**src/rtl/snes_pkg.sv**
```systemverilog
// snes_pkg: shared types and constants for the SNES controller poll scheduler.
package snes_pkg;

  localparam int SNES_BITS = 16;

  // Serial bit position of each button in the 16-bit controller frame
  localparam int BTN_B      = 0;
  localparam int BTN_Y      = 1;
  localparam int BTN_SELECT = 2;
  localparam int BTN_START  = 3;
  localparam int BTN_UP     = 4;
  localparam int BTN_DOWN   = 5;
  localparam int BTN_LEFT   = 6;
  localparam int BTN_RIGHT  = 7;
  localparam int BTN_A      = 8;
  localparam int BTN_X      = 9;
  localparam int BTN_L      = 10;
  localparam int BTN_R      = 11;

  typedef enum logic [2:0] {
    ST_IDLE,
    ST_LATCH,
    ST_HIGH,
    ST_LOW,
    ST_DONE
  } state_e;

endpackage

```
**src/rtl/snes_poll_scheduler_if.sv**
```systemverilog
// snes_poll_scheduler_if: requester handshake, SNES bus pins and frame outputs.
// master = scheduler side, slave = surrounding system / controllers.
interface snes_poll_scheduler_if;

  logic                             enable;
  logic [1:0]                       req;
  logic [1:0]                       ack;
  logic                             busy;
  logic                             snes_latch;
  logic                             snes_clk;
  logic [1:0]                       snes_data;
  logic [snes_pkg::SNES_BITS-1:0]   btn_p0;
  logic [snes_pkg::SNES_BITS-1:0]   btn_p1;
  logic [snes_pkg::SNES_BITS-1:0]   press_p0;
  logic [snes_pkg::SNES_BITS-1:0]   press_p1;
  logic                             frame_valid;
  logic [1:0]                       conn;

  modport master (
    input  enable, req, snes_data,
    output ack, busy, snes_latch, snes_clk,
           btn_p0, btn_p1, press_p0, press_p1, frame_valid, conn
  );

  modport slave (
    output enable, req, snes_data,
    input  ack, busy, snes_latch, snes_clk,
           btn_p0, btn_p1, press_p0, press_p1, frame_valid, conn
  );

endinterface

```
**src/rtl/snes_data_sync.sv**
```systemverilog
// snes_data_sync: two-flop synchronizer for one asynchronous controller data line.
module snes_data_sync (
  input  logic clk_25M,
  input  logic rst,
  input  logic i_d,
  output logic o_q
);

  logic r_meta;
  logic r_sync;

  always_ff @(posedge clk_25M) begin
    if (rst) begin
      r_meta <= 1'b1;
      r_sync <= 1'b1;
    end else begin
      // NOTE: non-blocking assignments keep these as two distinct flops in series.
      r_meta <= i_d;
      r_sync <= r_meta;
    end
  end

  assign o_q = r_sync;

endmodule

```
**src/rtl/snes_poll_scheduler.sv**
```systemverilog
// snes_poll_scheduler: drives the shared SNES latch/clock bus, serves periodic and on-demand polls.
// Optional build macro: SNES_CONNECT_DETECT_EN (controller-present detection on bits[15:12]).
module snes_poll_scheduler
  import snes_pkg::*;
#(
  parameter int HALF_CLK    = 150,
  parameter int POLL_PERIOD = 416667
) (
  input  logic                  clk_25M,
  input  logic                  rst,
  snes_poll_scheduler_if.master io_bus
);

  localparam int PH_W  = $clog2(2 * HALF_CLK);
  localparam int TMR_W = $clog2(POLL_PERIOD);
  localparam logic [PH_W-1:0]  LATCH_LAST = PH_W'(2 * HALF_CLK - 1);
  localparam logic [PH_W-1:0]  HALF_LAST  = PH_W'(HALF_CLK - 1);
  localparam logic [TMR_W-1:0] TMR_LAST   = TMR_W'(POLL_PERIOD - 1);

  state_e                          r_state;
  state_e                          w_next_state;
  logic                            w_phase_last;
  logic                            w_start;
  logic                            w_done;
  logic [PH_W-1:0]                 r_phase;
  logic [3:0]                      r_bit_idx;
  logic [1:0]                      w_sync;
  logic [1:0][SNES_BITS-1:0]       r_smp;
  logic [1:0][SNES_BITS-1:0]       w_dec;
  logic [1:0][SNES_BITS-1:0]       w_new;
  logic [1:0]                      w_present;
  logic [1:0]                      r_pending;
  logic [1:0]                      r_serving;
  logic                            r_tick_pend;
  logic [TMR_W-1:0]                r_timer;
  logic                            w_wrap;
  logic                            r_snes_latch;
  logic                            r_snes_clk;
  logic [SNES_BITS-1:0]            r_btn_p0;
  logic [SNES_BITS-1:0]            r_btn_p1;
  logic [SNES_BITS-1:0]            r_press_p0;
  logic [SNES_BITS-1:0]            r_press_p1;
  logic                            r_frame_valid;
  logic [1:0]                      r_ack;
  logic [1:0]                      r_conn;

  for (genvar g = 0; g < 2; g++) begin : g_sync
    snes_data_sync u_sync (
      .clk_25M (clk_25M),
      .rst     (rst),
      .i_d     (io_bus.snes_data[g]),
      .o_q     (w_sync[g])
    );
  end

  always_ff @(posedge clk_25M) begin
    if (rst) r_state <= ST_IDLE;
    else     r_state <= w_next_state;
  end

  always_comb begin
    // NOTE: every output of this block gets a default first, so no path can infer a latch.
    w_next_state = r_state;
    w_phase_last = 1'b0;
    w_start      = 1'b0;
    unique case (r_state)
      ST_IDLE: begin
        if ((r_pending | io_bus.req) != 2'b00 || r_tick_pend) begin
          w_next_state = ST_LATCH;
          w_start      = 1'b1;
        end
      end
      ST_LATCH: begin
        w_phase_last = (r_phase == LATCH_LAST);
        if (w_phase_last) w_next_state = ST_HIGH;
      end
      ST_HIGH: begin
        w_phase_last = (r_phase == HALF_LAST);
        if (w_phase_last) w_next_state = ST_LOW;
      end
      ST_LOW: begin
        w_phase_last = (r_phase == HALF_LAST);
        if (w_phase_last) w_next_state = (r_bit_idx == 4'd15) ? ST_DONE : ST_HIGH;
      end
      ST_DONE:  w_next_state = ST_IDLE;
      default:  w_next_state = ST_IDLE;
    endcase
  end

  assign w_done = (r_state == ST_DONE);

  // Phase counter, bit index, serial sampling and registered bus pins
  always_ff @(posedge clk_25M) begin
    if (rst) begin
      r_phase      <= '0;
      r_bit_idx    <= 4'd0;
      r_smp        <= '1;
      r_snes_latch <= 1'b0;
      r_snes_clk   <= 1'b1;
    end else begin
      if (r_state == ST_IDLE || r_state == ST_DONE || w_phase_last) r_phase <= '0;
      else                                                           r_phase <= r_phase + PH_W'(1);

      if (w_start) r_bit_idx <= 4'd0;
      else if (r_state == ST_LOW && w_phase_last && r_bit_idx != 4'd15)
        r_bit_idx <= r_bit_idx + 4'd1;

      if (r_state == ST_HIGH && w_phase_last) begin
        r_smp[0][r_bit_idx] <= w_sync[0];
        r_smp[1][r_bit_idx] <= w_sync[1];
      end

      r_snes_latch <= (w_next_state == ST_LATCH);
      r_snes_clk   <= (w_next_state != ST_LOW);
    end
  end

  assign w_wrap = io_bus.enable && (r_timer == TMR_LAST);

  // A wrap landing on the start edge is kept so that tick is not lost
  always_ff @(posedge clk_25M) begin
    if (rst || !io_bus.enable) begin
      r_timer     <= '0;
      r_tick_pend <= 1'b0;
    end else begin
      r_timer     <= w_wrap ? '0 : r_timer + TMR_W'(1);
      r_tick_pend <= (r_tick_pend & ~w_start) | w_wrap;
    end
  end

  always_ff @(posedge clk_25M) begin
    if (rst) begin
      r_pending <= 2'b00;
      r_serving <= 2'b00;
    end else if (w_start) begin
      r_serving <= r_pending | io_bus.req;
      r_pending <= 2'b00;
    end else begin
      r_pending <= r_pending | io_bus.req;
    end
  end

  always_comb begin
    w_dec     = '0;
    w_new     = '0;
    w_present = 2'b11;
    for (int p = 0; p < 2; p++) begin
      w_dec[p] = ~r_smp[p];
`ifdef SNES_CONNECT_DETECT_EN
      w_present[p] = (w_dec[p][15:12] != 4'hF);
`else
      w_present[p] = 1'b1;
`endif
      w_new[p] = w_present[p] ? w_dec[p] : '0;
    end
  end

  always_ff @(posedge clk_25M) begin
    if (rst) begin
      r_btn_p0      <= '0;
      r_btn_p1      <= '0;
      r_press_p0    <= '0;
      r_press_p1    <= '0;
      r_frame_valid <= 1'b0;
      r_ack         <= 2'b00;
      r_conn        <= 2'b11;
    end else begin
      r_frame_valid <= w_done;
      r_ack         <= w_done ? r_serving : 2'b00;
      if (w_done) begin
        r_btn_p0   <= w_new[0];
        r_btn_p1   <= w_new[1];
        r_press_p0 <= w_new[0] & ~r_btn_p0;
        r_press_p1 <= w_new[1] & ~r_btn_p1;
        r_conn     <= w_present;
      end
    end
  end

  assign io_bus.busy        = (r_state != ST_IDLE);
  assign io_bus.snes_latch  = r_snes_latch;
  assign io_bus.snes_clk    = r_snes_clk;
  assign io_bus.btn_p0      = r_btn_p0;
  assign io_bus.btn_p1      = r_btn_p1;
  assign io_bus.press_p0    = r_press_p0;
  assign io_bus.press_p1    = r_press_p1;
  assign io_bus.frame_valid = r_frame_valid;
  assign io_bus.ack         = r_ack;
  assign io_bus.conn        = r_conn;

endmodule
```
**src/flat_wrapper.sv**
```systemverilog
// flat-port wrapper written by rule: the top's interface ports become plain ports
module snes_poll_scheduler_flat import snes_pkg::*;
#(
  parameter int HALF_CLK    = 150,
  parameter int POLL_PERIOD = 416667
)
  (clk_25M, rst, io_bus_enable, io_bus_req, io_bus_snes_data, io_bus_ack, io_bus_busy, io_bus_snes_latch, io_bus_snes_clk, io_bus_btn_p0, io_bus_btn_p1, io_bus_press_p0, io_bus_press_p1, io_bus_frame_valid, io_bus_conn);
  snes_poll_scheduler_if io_bus_i ();
  input  logic clk_25M;
  input  logic rst;
  input wire logic [$bits(io_bus_i.enable)-1:0] io_bus_enable;
  input wire logic [$bits(io_bus_i.req)-1:0] io_bus_req;
  input wire logic [$bits(io_bus_i.snes_data)-1:0] io_bus_snes_data;
  output wire logic [$bits(io_bus_i.ack)-1:0] io_bus_ack;
  output wire logic [$bits(io_bus_i.busy)-1:0] io_bus_busy;
  output wire logic [$bits(io_bus_i.snes_latch)-1:0] io_bus_snes_latch;
  output wire logic [$bits(io_bus_i.snes_clk)-1:0] io_bus_snes_clk;
  output wire logic [$bits(io_bus_i.btn_p0)-1:0] io_bus_btn_p0;
  output wire logic [$bits(io_bus_i.btn_p1)-1:0] io_bus_btn_p1;
  output wire logic [$bits(io_bus_i.press_p0)-1:0] io_bus_press_p0;
  output wire logic [$bits(io_bus_i.press_p1)-1:0] io_bus_press_p1;
  output wire logic [$bits(io_bus_i.frame_valid)-1:0] io_bus_frame_valid;
  output wire logic [$bits(io_bus_i.conn)-1:0] io_bus_conn;
  assign io_bus_i.enable = io_bus_enable;
  assign io_bus_i.req = io_bus_req;
  assign io_bus_i.snes_data = io_bus_snes_data;
  assign io_bus_ack = io_bus_i.ack;
  assign io_bus_busy = io_bus_i.busy;
  assign io_bus_snes_latch = io_bus_i.snes_latch;
  assign io_bus_snes_clk = io_bus_i.snes_clk;
  assign io_bus_btn_p0 = io_bus_i.btn_p0;
  assign io_bus_btn_p1 = io_bus_i.btn_p1;
  assign io_bus_press_p0 = io_bus_i.press_p0;
  assign io_bus_press_p1 = io_bus_i.press_p1;
  assign io_bus_frame_valid = io_bus_i.frame_valid;
  assign io_bus_conn = io_bus_i.conn;
  snes_poll_scheduler #(.HALF_CLK(HALF_CLK), .POLL_PERIOD(POLL_PERIOD)) u_core (.clk_25M(clk_25M), .rst(rst), .io_bus(io_bus_i));
endmodule
```
**config.mk**
```make
export PLATFORM = sky130hd
export DESIGN_NAME = snes_poll_scheduler_flat
export DESIGN_NICKNAME = d
export VERILOG_FILES = /design/src/rtl/snes_pkg.sv /design/src/rtl/snes_poll_scheduler_if.sv /design/src/rtl/snes_data_sync.sv /design/src/rtl/snes_poll_scheduler.sv /design/src/flat_wrapper.sv
export SDC_FILE = /design/constraint.sdc
export NUM_CORES = 1
export LEC_CHECK = 0
export CORE_UTILIZATION = 41
export CTS_BUF_LIST = sky130_fd_sc_hd__clkbuf_4 sky130_fd_sc_hd__clkbuf_8
export DETAILED_ROUTE_END_ITERATION = 7
export GPL_TIMING_DRIVEN = 0
export SYNTH_ARGS = -nofsm -noshare
export SYNTH_HDL_FRONTEND = slang
export SYNTH_SLANG_ARGS = --single-unit
export TNS_END_PERCENT = 100
```
**constraint.sdc**
```tcl
create_clock -name clk_25M -period 2.6 [get_ports clk_25M]
set_input_delay 0.78 -clock clk_25M [delete_from_list [all_inputs] [get_ports clk_25M]]
set_output_delay 0.78 -clock clk_25M [all_outputs]
set_load 0.05 [all_outputs]
```
==> PnR_summary.wiki <==
{| class="wikitable"
! Metric !! Value
|-
| Status || completed
|-
| Master cell of the clock root buffer || clkbuf_8
|-
| Post-CTS Setup Inserts || 0
|-
| Die area || 0.0143 sq mm
|-
| Number of cells on the worst reg-to-reg path || 7
|-
| CTS tree || yes
|-
| Initial Util || 42.4%
|-
| Sum of net half-perimeters after detailed placement || 9680 microns
|-
| Synth Flop Type || dfxtp_1
|-
| Source-to-sink clock delay at the later pin of the worst-skew pair || 0.44 ns
|-
| Grt ovf || 0
|-
| Count of mapped cells out of synthesis || 628
|-
| Skew final || 0.00893 ns
|-
| Share of the synthesized area in the top cell type || 51.3%
|-
| Number of buffers added to fix hold violations after cts || 0
|-
| Number of setup violations in the final report || 0
|-
| Slew Viols, Final || 0
|-
| Fillers || 1,262
|-
| Sw power || 866 uW
|-
| Required arrival time at the worst endpoint || 2.91 ns
|-
| Cell types with the largest area share after synthesis || dfxtp_1 (51%), nor2_1 (9.0%), mux2i_1 (5.8%)
|-
| Post-synth top area cell || dfxtp_1
|-
| Worst min-delay path endpoint || u_core.g_sync[1].u_sync.o_q
|-
| Count of unresolved DRC violations after routing || 0
|-
| Area of placed instances || 0.00664 sq mm
|-
| Floorplan die height || 119 microns
|-
| Core outline area || 0.0133 sq mm
|-
| Synth async-reset ratio || 0%
|-
| Pre-Repair DR Iteration Count || 4
|-
| Startpoint Class || input pin
|-
| Post-Syn Area || 0.00566 sq mm
|-
| Storage element area || 0.00290 sq mm
|-
| Synth warn || 0
|-
| FF-to-FF setup slack || 0.23 ns
|-
| CTS clock-pin slew for the worst setup and hold paths || 0.07 ns
|-
| Count of cell types in the netlist || 47
|-
| Type of the setup path with the least slack || in2reg
|-
| Layout-stage area growth over the synthesis result || 24.4%
|-
| Diode count || 0
|-
| Logic gate share of total power || 2.9%
|-
| Routed wirelength normalized by instance count || 14.4 microns
|-
| Switching part of the total power || 21.1%
|-
| Finished Cell Area || 0.00704 sq mm
|-
| Initial drt markers || 203
|-
| Number of clock sinks seen by CTS || 145
|-
| Static leakage || 2.27 nW
|-
| Sequential-to-total area share from yosys stat || 51.3%
|-
| Part of the cycle the worst path needs || 93.6%
|-
| CP max FO || 10
|-
| First-pass GRT wire length || 21,600 microns
|-
| Number of enable-type register cells in the synthesized netlist || 0
|-
| Most numerous cell in the Yosys netlist || dfxtp_1
|-
| Total routed wirelength || 13,100 microns
|-
| Endpoint kind of the worst setup timing path || register
|-
| Clock network fraction of total power || 42.6%
|-
| Clock buffer depth || 2
|-
| Pin count of the biggest net entering global routing || 17
|-
| Final critical-path required period || 2.43 ns
|-
| Most frequent cells after synthesis || dfxtp_1 (145), nor2_1 (136), nor3_1 (50)
|-
| Unrepaired setup endpoints after global routing || false
|-
| Count of antenna-violating nets left after detailed routing || 0
|-
| Net count of the finished layout || 738
|-
| CTS H-Tree Depth || 4
|-
| Critical register-to-register path startpoint || u_core.r_state[2]
|-
| Design internal power || 3.25 mW
|-
| Average footprint of a synthesized cell || 9.01 sq um
|-
| Rows || 42
|-
| Worst path arrival time || 2.74 ns
|-
| Worst ir drop on vdd || 0.264 mV
|-
| Port bufs || 76
|-
| Boundary pin count || 79
|-
| Relative max-transition margin || 18.8%
|-
| Vias per Instance || 5.11
|-
| Die boundary width || 119 microns
|-
| Worst hold path startpoint || u_core.g_sync[1].u_sync.r_meta
|-
| GPL Wtd Cong || 0.836
|-
| Total clock buffers created by CTS || 17
|-
| Overall global routing resource usage || 19.1%
|-
| Number of cells on the worst hold path || 1
|-
| Share of final-layout standard cells stronger than drive strength 1 || 7.74%
|-
| Max cap viols || 0
|-
| Vias after detailed routing || 4,656
|-
| Final Hold Fails || 0
|-
| Worst hold-check path type || reg2reg
|-
| Number of synthesized register bits || 145
|-
| Reg-to-reg critical path endpoint || u_core.io_bus.press_p1[13]
|-
| Vias in the first global route || 4,450
|-
| Slew at the pin closest to its max-slew limit || 1.20 ns
|-
| Reg power frac || 54.5%
|-
| Total negative slack for setup checks || 0 ns
|-
| Initial antenna violation count || 0
|-
| Area of the multi-input gates || 0.00253 sq mm
|-
| FMAX || 0.411 GHz
|-
| Power density over the cells || 584 mW/mm^2
|}
==> cells by family after synthesis <==
| kind of cell | count (synthesis) | share of synthesized area [%] |
|---|---|---|
| simple gates | 280 | 24.1 |
| flops | 145 | 51.3 |
| compound gates | 82 | 9.23 |
| buf+inv | 55 | 3.94 |
| mux | 33 | 5.84 |
| xor+xnor | 24 | 3.72 |
| fa+ha+maj | 8 | 1.77 |
| other cells | 1 | 0.0663 |
==> sequential cells by signal (all words and copies together), names as in the netlist <==
signal and count:
u_core.g_sync.u_sync.o_q 2, u_core.g_sync.u_sync.r_meta 2, u_core.io_bus.ack 2, u_core.io_bus.btn_p0 16
u_core.io_bus.btn_p1 16, u_core.io_bus.frame_valid 1, u_core.io_bus.press_p0 16, u_core.io_bus.press_p1 16
u_core.io_bus.snes_clk 1, u_core.io_bus.snes_latch 1, u_core.r_bit_idx 4, u_core.r_pending 2
u_core.r_phase 9, u_core.r_serving 2, u_core.r_smp 32, u_core.r_state 3
u_core.r_tick_pend 1, u_core.r_timer 19
==> cell type report <==
cell class	count	share of cell area [%]
sequential	145	41.2
multi-input combinational	429	36.0
timing repair buffer	76	10.7
clock buffer	28	5.12
tap	176	3.13
buffer	42	2.49
clock inverter	4	0.640
inverter	12	0.640
==> layout by cell type, fill, tap and decap left out, drive strengths merged, types with 3 or more instances in the layout <==
cell / count
a211oi: 31
a21oi: 40
and2: 4
and3: 7
buf: 5
clkbuf: 66
clkdlybuf4s50: 75
clkinv: 3
dfxtp: 145
ha: 8
inv: 12
mux2i: 33
nand2: 14
nand3: 15
nand4: 9
nor2: 136
nor3: 50
nor4: 10
o21ai: 4
or2: 10
or3: 6
or4: 3
or4b: 3
xnor2: 18
xor2: 6
==> worst max-delay path, cell delays in order <==
cell	delay [ns]
clkdlybuf4s50_1	0.64
clkbuf_1	0.40
clkbuf_2	0.39
clkbuf_1	0.42
nor2_1	0.11
==> power groups by stage <==
stage	combinational [mW]	sequential, mW	clock (mW)
6_report	0.120	2.24	1.75
2_1_floorplan	0.0766	2.29	0
3_3_place_gp	0.119	2.29	0
4_1_cts	0.121	2.24	1.80
3_5_place_dp	0.122	2.29	0
5_1_grt	0.132	2.24	1.90
==> routing by layer <==
metal	wire [microns]	track usage, %
met4	232	8.52
met5	0	0
met1	6110	23.9
met3	564	4.21
met2	6230	31.4
==> stage by stage <==
| stage | power (mW) | worst slack [ns] | instances | utilization, % | hold WS [ns] |
|---|---|---|---|---|---|
| global route | 4.27 | 0.0234 | 912 | 52.7 | 0.428 |
| floorplan | 2.37 | 0.630 | 629 | - | 0.389 |
| detailed placement | 2.41 | -0.505 | 881 | 49.7 | 0.399 |
| finish | 4.11 | 0.166 | 912 | 52.7 | 0.412 |
| CTS | 4.16 | 0.0653 | 913 | 52.8 | 0.416 |
| global placement | 2.41 | -0.436 | 881 | 49.7 | 0.392 |
==> worst max-delay path by stage <==
stage	start	to	slack, ns	cells past startpoint
2_1_floorplan	u_core.r_state[1]	u_core.r_bit_idx[2]	0.63	7
3_5_place_dp	rst	u_core.io_bus.press_p0[8]	-0.51	5
6_report	rst	u_core.io_bus.press_p0[8]	0.17	5
4_1_cts	u_core.r_state[1]	io_bus_busy	0.07	4
5_1_grt	u_core.r_phase[2]	u_core.r_phase[4]	0.02	5
3_3_place_gp	rst	u_core.io_bus.press_p0[15]	-0.44	5
==> what timing repair did <==
action,4_1_cts,5_1_grt
endpoints found under the setup margin,7,1
resized for setup,6,0
cloned,0,0
Note: power is estimated with default switching activity, not from simulation.
